$ cat src/rtl/boot_hex_stream_loader.sv
// Boot loader that parses an ASCII hex stream into addressed words.
// Ports: clk, reset (async, high), in_char/in_valid in; out_address/out_data/out_valid/out_ready word out; busy, done, error status.
module boot_hex_stream_loader #(
  parameter int address_width  = 32,
  parameter int data_width     = 32,
  parameter int char_width     = 8,
  parameter int addr_increment = data_width / 8,
  parameter int timeout_cycles = 50000000
) (
  input  logic                     clk,
  input  logic                     reset,
  input  logic [char_width-1:0]    in_char,
  input  logic                     in_valid,
  output logic [address_width-1:0] out_address,
  output logic [data_width-1:0]    out_data,
  output logic                     out_valid,
  input  logic                     out_ready,
  output logic                     busy,
  output logic                     done,
  output logic                     error
);

  localparam int AccW = (data_width > address_width) ?
                        data_width : address_width;
  localparam int DN   = data_width / 4;
  localparam int AN   = address_width / 4;
  localparam int CntW = $clog2(AccW / 4 + 2);
  localparam int TmrW = $clog2(timeout_cycles + 1);

  localparam logic [TmrW-1:0] TLOAD = TmrW'(timeout_cycles);
  localparam logic [TmrW-1:0] TONE  = TmrW'(1);
  localparam logic [address_width-1:0] AINC =
    address_width'(addr_increment);

  localparam logic [char_width-1:0] C_0   = char_width'(8'h30);
  localparam logic [char_width-1:0] C_9   = char_width'(8'h39);
  localparam logic [char_width-1:0] C_LA  = char_width'(8'h61);
  localparam logic [char_width-1:0] C_LF  = char_width'(8'h66);
  localparam logic [char_width-1:0] C_UA  = char_width'(8'h41);
  localparam logic [char_width-1:0] C_UF  = char_width'(8'h46);
  localparam logic [char_width-1:0] C_SP  = char_width'(8'h20);
  localparam logic [char_width-1:0] C_TAB = char_width'(8'h09);
  localparam logic [char_width-1:0] C_CR  = char_width'(8'h0d);
  localparam logic [char_width-1:0] C_NL  = char_width'(8'h0a);
  localparam logic [char_width-1:0] C_AT  = char_width'(8'h40);
  localparam logic [char_width-1:0] C_SL  = char_width'(8'h2f);

  typedef enum logic [2:0] {
    IDLE, DATA, ADDR, SLASH, COMMENT, ERR
  } state_t;

  state_t state_q, state_d;
  logic [AccW-1:0]          acc_q, acc_d;
  logic [CntW-1:0]          cnt_q, cnt_d;
  logic [address_width-1:0] addr_q, addr_d;
  logic                     err_q, err_d;
  logic                     ov_q, ov_d;
  logic [data_width-1:0]    od_q, od_d;
  logic [address_width-1:0] oa_q, oa_d;
  logic                     done_q, done_d;
  logic [TmrW-1:0]          tmr_q, tmr_d;

  logic is_dig, is_hex, is_sep, is_at, is_slash, is_lf;
  logic [3:0] nib;
  logic [AccW-1:0] acc_sh;
  logic slot_free;

  // Letters a-f / A-F carry 1..6 in their low nibble, so +9 gives 10..15.
  always_comb begin
    is_dig   = (in_char >= C_0) && (in_char <= C_9);
    is_hex   = is_dig ||
               ((in_char >= C_LA) && (in_char <= C_LF)) ||
               ((in_char >= C_UA) && (in_char <= C_UF));
    is_lf    = (in_char == C_NL);
    is_sep   = (in_char == C_SP) || (in_char == C_TAB) ||
               (in_char == C_CR) || is_lf;
    is_at    = (in_char == C_AT);
    is_slash = (in_char == C_SL);
    nib      = is_dig ? in_char[3:0] : in_char[3:0] + 4'd9;
    acc_sh   = {acc_q[AccW-5:0], nib};
  end

  always_comb begin
    state_d   = state_q;
    acc_d     = acc_q;
    cnt_d     = cnt_q;
    addr_d    = addr_q;
    err_d     = err_q;
    ov_d      = ov_q;
    od_d      = od_q;
    oa_d      = oa_q;
    done_d    = 1'b0;
    tmr_d     = tmr_q;
    // A completing word may reuse the slot in the very cycle it drains.
    slot_free = !ov_q || out_ready;
    if (ov_q && out_ready) ov_d = 1'b0;
    if (in_valid) begin
      tmr_d = TLOAD;
      unique case (state_q)
        IDLE: begin
          unique case (1'b1)
            is_hex: begin
              state_d = DATA;
              acc_d   = AccW'(nib);
              cnt_d   = CntW'(1);
            end
            is_at: begin
              state_d = ADDR;
              acc_d   = '0;
              cnt_d   = '0;
            end
            is_slash: state_d = SLASH;
            is_sep: begin end
            default: state_d = ERR;
          endcase
        end
        DATA: begin
          unique case (1'b1)
            is_hex: begin
              if (cnt_q == CntW'(DN)) state_d = ERR;
              else begin
                acc_d = acc_sh;
                cnt_d = cnt_q + CntW'(1);
              end
            end
            is_sep: begin
              if (slot_free) begin
                ov_d    = 1'b1;
                od_d    = acc_q[data_width-1:0];
                oa_d    = addr_q;
                addr_d  = addr_q + AINC;
                state_d = IDLE;
                acc_d   = '0;
                cnt_d   = '0;
              end else begin
                state_d = ERR;
              end
            end
            default: state_d = ERR;
          endcase
        end
        ADDR: begin
          unique case (1'b1)
            is_hex: begin
              if (cnt_q == CntW'(AN)) state_d = ERR;
              else begin
                acc_d = acc_sh;
                cnt_d = cnt_q + CntW'(1);
              end
            end
            is_sep: begin
              if (cnt_q == '0) state_d = ERR;
              else begin
                addr_d  = acc_q[address_width-1:0];
                state_d = IDLE;
                acc_d   = '0;
                cnt_d   = '0;
              end
            end
            default: state_d = ERR;
          endcase
        end
        SLASH:   state_d = is_slash ? COMMENT : ERR;
        COMMENT: if (is_lf) state_d = IDLE;
        ERR:     begin end
        default: state_d = IDLE;
      endcase
      if (state_d == ERR) err_d = 1'b1;
    end else if (tmr_q != '0) begin
      tmr_d = tmr_q - TONE;
      if (tmr_q == TONE) begin
        state_d = IDLE;
        acc_d   = '0;
        cnt_d   = '0;
        addr_d  = '0;
        err_d   = 1'b0;
        done_d  = !err_q;
      end
    end
  end

  always_ff @(posedge clk or posedge reset) begin
    if (reset) begin
      state_q <= IDLE;
      acc_q   <= '0;
      cnt_q   <= '0;
      addr_q  <= '0;
      err_q   <= 1'b0;
      ov_q    <= 1'b0;
      od_q    <= '0;
      oa_q    <= '0;
      done_q  <= 1'b0;
      tmr_q   <= '0;
    end else begin
      state_q <= state_d;
      acc_q   <= acc_d;
      cnt_q   <= cnt_d;
      addr_q  <= addr_d;
      err_q   <= err_d;
      ov_q    <= ov_d;
      od_q    <= od_d;
      oa_q    <= oa_d;
      done_q  <= done_d;
      tmr_q   <= tmr_d;
    end
  end

  assign out_address = oa_q;
  assign out_data    = od_q;
  assign out_valid   = ov_q;
  assign busy        = (tmr_q != '0);
  assign done        = done_q;
  assign error       = err_q;

endmodule

$ cat config.mk
export PLATFORM = sky130hd
export DESIGN_NAME = boot_hex_stream_loader
export DESIGN_NICKNAME = d
export VERILOG_FILES = /design/src/rtl/boot_hex_stream_loader.sv
export SDC_FILE = /design/constraint.sdc
export NUM_CORES = 1
export LEC_CHECK = 0
export BUFFER_PORTS_ARGS = -buffer_cell sky130_fd_sc_hd__buf_4
export CAP_MARGIN = 10
export CORE_MARGIN = 4
export CORE_UTILIZATION = 61
export DETAILED_ROUTE_END_ITERATION = 12
export PLACE_DENSITY_LB_ADDON = 0.08
export SYNTH_ARGS = -nofsm -noshare
export SYNTH_HDL_FRONTEND = slang
export SYNTH_SLANG_ARGS = --single-unit
$ cat constraint.sdc
create_clock -name clk -period 11.05 [get_ports clk]
set_clock_uncertainty 0.15 [all_clocks]
set_input_delay 1.6575 -clock clk [delete_from_list [all_inputs] [get_ports clk]]
set_output_delay 1.6575 -clock clk [all_outputs]
set_load 0.1 [all_outputs]
==> results of run 1 <==
==> cell families after synthesis <==
| kind of cell | count (synthesis) | share of synthesized area, % |
|---|---|---|
| fa+ha+maj | 10 | 1.59 |
| xor+xnor | 23 | 2.56 |
| simple gates | 231 | 15.1 |
| mux | 67 | 9.56 |
| buf+inv | 53 | 3.17 |
| flops | 164 | 52.2 |
| compound gates | 184 | 15.8 |
==> routing by layer <==
metal | part of all wire, % | track usage, % | wire [um] | vias to the layer above
li1 | - | - | - | 2812
met1 | 43 | 34.9 | 7790 | 3063
met2 | 50 | 41.4 | 8930 | 183
met3 | 4.9 | 4.20 | 874 | 33
met4 | 2.1 | 10.4 | 374 | 0
met5 | 0 | 0 | 0 | -
==> worst max-delay path by stage <==
stage                endpoint  slack (ns)  cells past startpoint
finish                   busy        6.32                      5
global route             busy        6.10                      5
CTS                      busy        6.35                      5
detailed placement  acc_q[22]        6.52                      9
global placement    acc_q[19]        6.59                      9
floorplan            acc_q[0]        4.81                      1
==> stage by stage <==
stage               hold slack, ns  cells  setup slack, ns
floorplan                    0.311    732             4.81
global placement             0.294    952             6.59
detailed placement           0.293    952             6.52
CTS                          0.321    984             6.35
global route                 0.351    984             6.10
finish                       0.326    984             6.32
==> critical path, stage by stage, from the launching register on <==
cell and delay, ns:
dfrtp_1 0.43, nor4_1 0.74, nand4b_1 0.33, nor3_1 0.48
nand2_1 0.22, buf_4 0.28
==> cells in the final DEF, fill, tap and decap left out, types with 13 or more instances in the layout <==
| cell type | Yosys | routed |
|---|---|---|
| inv_1 | 14 | 13 |
| o21ai_0 | 30 | 29 |
| and3_1 | 13 | 13 |
| dfrtp_1 | 164 | 164 |
| nor3_1 | 27 | 26 |
| nor4_1 | 13 | 13 |
| nand2_1 | 50 | 50 |
| a21oi_1 | 37 | 37 |
| mux2_2 | 64 | 64 |
| o21ai_1 | 25 | 25 |
| a22o_1 | 31 | 31 |
| xnor2_1 | 13 | 13 |
| nor2_1 | 52 | 51 |
| clkbuf_16 | 0 | 17 |
| buf_4 | 0 | 87 |
| nand3_1 | 15 | 15 |
==> final cells by class <==
cell class	count	area, um2
flip-flops and latches	164	4100
multi-input cells	515	3530
fillers	936	3480
repair buffers	87	653
clock buffers	18	439
well taps	172	215
clock inverters	14	131
inverters	14	57.6
==> report_power, final <==
group          internal [mW]  switching, mW
Clock                  0.317          0.244
Combinational         0.0665          0.130
Sequential             0.629         0.0426
==> sequential cells by signal, summed over array words and instances (netlist names) <==
| signal | count |
|---|---|
| acc_q | 32 |
| addr_q | 32 |
| out_address | 32 |
| out_data | 32 |
| tmr_q | 26 |
| cnt_q | 4 |
| state_q | 3 |
| done | 1 |
| error | 1 |
| out_valid | 1 |
==> run_results.csv, run 1 <==
group,metric,value,unit
status,status,"finished clean",
routing,wl_per_cell,18.3,um
setup_path,start_kind,"register",
min_path,hold_end,"done",
cts,htree_levels,4,
cts,hold_buffers,0,
routing,drt_iter0_markers,435,
floorplanning,die_w,121,um
routing,drc,0,
logic_synthesis,synth_warnings,0,
logic_synthesis,synth.net_count,754,
setup_path,cp_max_fo,6,
logic_synthesis,netlist_instances,732,
floorplanning,rows,41,
setup_path,path_class,"reg -> out",
setup_path,rr_startpoint,"tmr_q[3]",
sta,rsz0062_at_grt,"false",
job,drv_cap,0,
logic_synthesis,post-synth-top-area-cell,"dfrtp_1",
logic_synthesis,synth-async-reset-ratio,100,%
setup_path,crit_required,9.24,ns
logic_synthesis,synth.avg_cell_area,10.7,um2
place,globalplace.congestion,0.816,
min_path,worstHoldPathCells,1,
logic_synthesis,synth_seq_cells,164,
cts,cts.clk_slew.worst_paths,0.06,ns
power,leakagePower,4.14,nW
setup_path,cp-end-kind,"primary output",
logic_synthesis,synth-seq-area-share,52.2,%
place,dp_hpwl,12.1,mm
setup_path,crit_start,"tmr_q[16]",
routing,viasPerCell,6.19,
sta,finalSetupTns,0,ns
cts,clkLatencyLatePin,0.43,ns
cts,cts_setup_buffers,0,
sta,fin_crit,4.73,ns
cts,clk_path_buf_depth,2,
logic_synthesis,synthTopCellsByCount,"164 x dfrtp_1, 64 x mux2_2, 52 x nor2_1",
global_route,grt-ovfl-total,0,
min_path,holdCritStartpoint,"error",
logic_synthesis,synth_top_area_share,52.2,%
power,p_per_area,156,nW/um2
cts,numCtsBuffers,17,
routing,antenna_left,0,
global_route,grt_pass1_wl,30.1,mm
global_route,antenna_found_initial,0,
logic_synthesis,synth_area,7860,um2
final_layout,antenna_cells,0,
cts,ctsRootBufferMaster,"clkbuf_16",
final_layout,fin_util,72.4,%
setup_path,r2r-end,"tmr_q[20]",
cts,cts_tree,"done",
sta,drv_slew,0,
sta,post-route-period-util,42.8,%
floorplanning,die_h,121,um
place,numPortBuffers,79,
logic_synthesis,ys.flop_type,"dfrtp_1",
routing,num_vias,6091,
floorplanning,ios,80,
logic_synthesis,yosysMostFrequentCell,"dfrtp_1",
final_layout,area_growth,16.3,%
min_path,hold_path_class,"reg -> reg",
routing,dr.pass1.iters,5,
logic_synthesis,synth_cell_types,62,
floorplanning,start_util,62.3,%
cts,cts_resized,0,
sta,slew_headroom,22.1,%
power,finalPower,1.43,mW
sta,finalHoldViolations,0,
routing,wl,18.0,mm
sta,fmax,212,MHz
global_route,grt_max_degree,100,
setup_path,reg2reg_setup_slack,7.93,ns
global_route,grt_pass1_vias,5966,
final_layout,final_net_count,821,
setup_path,rr_worst_depth,5,
sta,tightest_slew,1.15,ns
place,place_area,8560,um2
sta,setup-violations-final,0,
logic_synthesis,synth_area_leaders,"dfrtp_1 52%, mux2_2 9.2%, a22o_1 3.5%",
cts,clock_sinks,164,
setup_path,arrival,2.92,ns
floorplanning,core_area,12600,um2
final_layout,drive_gt1_share,24.3,%
power,ir_worst_vdd,0.0000910,V
logic_synthesis,synth-edff-count,0,
global_route,grt_usage,25.7,%
final_layout,final_area,9140,um2
floorplanning,die_area,14800,um2
Note: power is estimated with default switching activity, not from simulation.
==> run 2, diff against run 1 <==
--- a/config.mk
+++ b/config.mk
@@ -8,7 +8,7 @@
 export BUFFER_PORTS_ARGS = -buffer_cell sky130_fd_sc_hd__buf_4
 export CAP_MARGIN = 10
 export CORE_MARGIN = 4
-export CORE_UTILIZATION = 61
+export CORE_UTILIZATION = 59
 export DETAILED_ROUTE_END_ITERATION = 12
 export PLACE_DENSITY_LB_ADDON = 0.08
 export SYNTH_ARGS = -nofsm -noshare
==> constraint.sdc (replaced) <==
create_clock -name clk -period 4.73 [get_ports clk]
set_clock_uncertainty 0.15 [all_clocks]
set_input_delay 0.7095 -clock clk [delete_from_list [all_inputs] [get_ports clk]]
set_output_delay 0.7095 -clock clk [all_outputs]
set_load 0.1 [all_outputs]
==> run 2 against run 1 <==
  * Sequential share of layout area down 0.38 points
  * Largest power group unchanged
  * First-iteration DRC count up 38%
  * Combinational power up 130%
  * Worst setup slack worse by 5.3 ns
  * Clock power rose to 2.5 times the previous value
  * Design area up 0.85%
  * Utilization down 0.55 points
  * Highest routed layer unchanged
  * Wire length up 3.3%
==> run_results.csv, run 2 (synthesis gave the netlist of run 1 again) <==
group,metric,value,unit
routing,wl,18.6,mm
setup_path,cp-end-kind,"primary output",
cts,clkLatencyLatePin,0.43,ns
global_route,grt_usage,25.5,%
cts,cts_tree,"done",
sta,drv_slew,0,
setup_path,crit_required,3.87,ns
final_layout,layout_common_cells,"164 x dfrtp_1, 86 x buf_4, 64 x mux2_2",
floorplanning,ios,80,
cts,clk_path_buf_depth,2,
power,p_switching,0.949,mW
place,numPortBuffers,79,
global_route,grt_max_degree,165,
sta,hold_slack,0.335,ns
global_route,antenna_found_initial,0,
floorplanning,die_h,123,um
routing,drc,0,
power,p_per_area,373,nW/um2
floorplanning,die_area,15200,um2
final_layout,final_area,9210,um2
floorplanning,start_util,61.3,%
floorplanning,core_area,12800,um2
cts,cts_resized,0,
routing,dr.pass1.iters,5,
cts,ctsRootBufferMaster,"clkbuf_16",
cts,clock_sinks,164,
sta,finalSetupTns,0,ns
setup_path,start_kind,"register",
status,status,"finished clean",
power,finalPower,3.43,mW
routing,viasPerCell,6.24,
setup_path,arrival,2.87,ns
final_layout,drive_gt1_share,24.3,%
global_route,grt-ovfl-total,0,
routing,drt_iter0_markers,601,
final_layout,antenna_cells,0,
sta,fin_crit,3.73,ns
cts,htree_levels,4,
routing,wl_per_cell,18.8,um
cts,cts.clk_slew.worst_paths,0.06,ns
place,dpl_worst_slack,1.28,ns
power,p_seq_share,45.6,%
place,placed_cells,953,
global_route,grt_pass1_vias,6041,
place,dp_hpwl,12.3,mm
power,switching_share,27.7,%
routing,antenna_left,0,
sta,finalHoldViolations,0,
power,internal_power,2.48,mW
cts,cts_setup_buffers,0,
power,pwr-share-comb,13.3,%
sta,setup_ws,0.998,ns
cts,hold_buffers,0,
final_layout,final-instance-count-excl-fill,986,
job,drv_cap,0,
sta,post-route-period-util,78.9,%
final_layout,area_growth,17.3,%
final_layout,fin_util,71.8,%
floorplanning,die_w,123,um
power,leakagePower,4.19,nW
power,ir_worst_vdd,0.000310,V
sta,fmax,268,MHz
sta,tightest_slew,1.08,ns
sta,rsz0062_at_grt,"false",
cts,numCtsBuffers,17,
setup_path,cp_slowest_cell,"nor4_1",
global_route,grt_pass1_wl,30.5,mm
power,clockPowerShare,41.1,%
sta,setup-violations-final,0,
setup_path,path_class,"reg -> out",
sta,slew_headroom,28.0,%
final_layout,final_net_count,823,
floorplanning,rows,41,
final_layout,mostFrequentLayoutCell,"dfrtp_1",
setup_path,max_stage_delay,0.76,ns
setup_path,cp_max_fo,6,
setup_path,crit_path_cell_trace,"nor4_1, nand4b_1, nor3_1, nand2_1, buf_4",
place,globalplace.congestion,0.873,
routing,num_vias,6149,
place,place_area,8600,um2
min_path,hold_path_class,"reg -> reg",
## run 2: path summary, 6_finish.rpt
check,startpoint,end,slack [ns],depth (start not counted)
max,tmr_q[16],busy,1.0,5
min,error,done,0.34,1
max reg2reg,tmr_q[3],acc_q[23],1.66,7
min reg2reg,error,done,0.34,1
max in group asynchronous,reset,addr_q[29],3.44,3
min in group asynchronous,reset,out_address[20],0.38,3
## run 2: cell type report
cell class | count | area (um2)
Sequential cell | 164 | 4100
Fill cell | 967 | 3610
Multi-Input combinational cell | 515 | 3530
Timing Repair Buffer | 89 | 691
Clock buffer | 20 | 457
Tap cell | 172 | 215
Clock inverter | 12 | 155
Inverter | 14 | 56.3
## run 2: power groups by stage
stage / combinational, mW / sequential, mW / clock [mW]
CTS: 0.459 / 1.56 / 1.43
global route: 0.508 / 1.58 / 1.49
finish: 0.456 / 1.57 / 1.41
global placement: 0.444 / 1.59 / 0
detailed placement: 0.455 / 1.59 / 0
floorplan: 0.313 / 1.61 / 0
## run 2: layer usage
metal / track usage, % / vias up / wire, um
met2: 43.5 / 206 / 9350
met4: 8.10 / 0 / 369
met1: 32.9 / 3083 / 7850
li1: - / 2825 / -
met5: 0 / - / 0
met3: 5.22 / 35 / 994
## run 2: worst max-delay path, delay by kind of cell (launching register included)
| family | cells | cell delay [ns] |
|---|---|---|
| buf+inv | 1 | 0.28 |
| flops | 1 | 0.43 |
| simple gates | 4 | 1.75 |
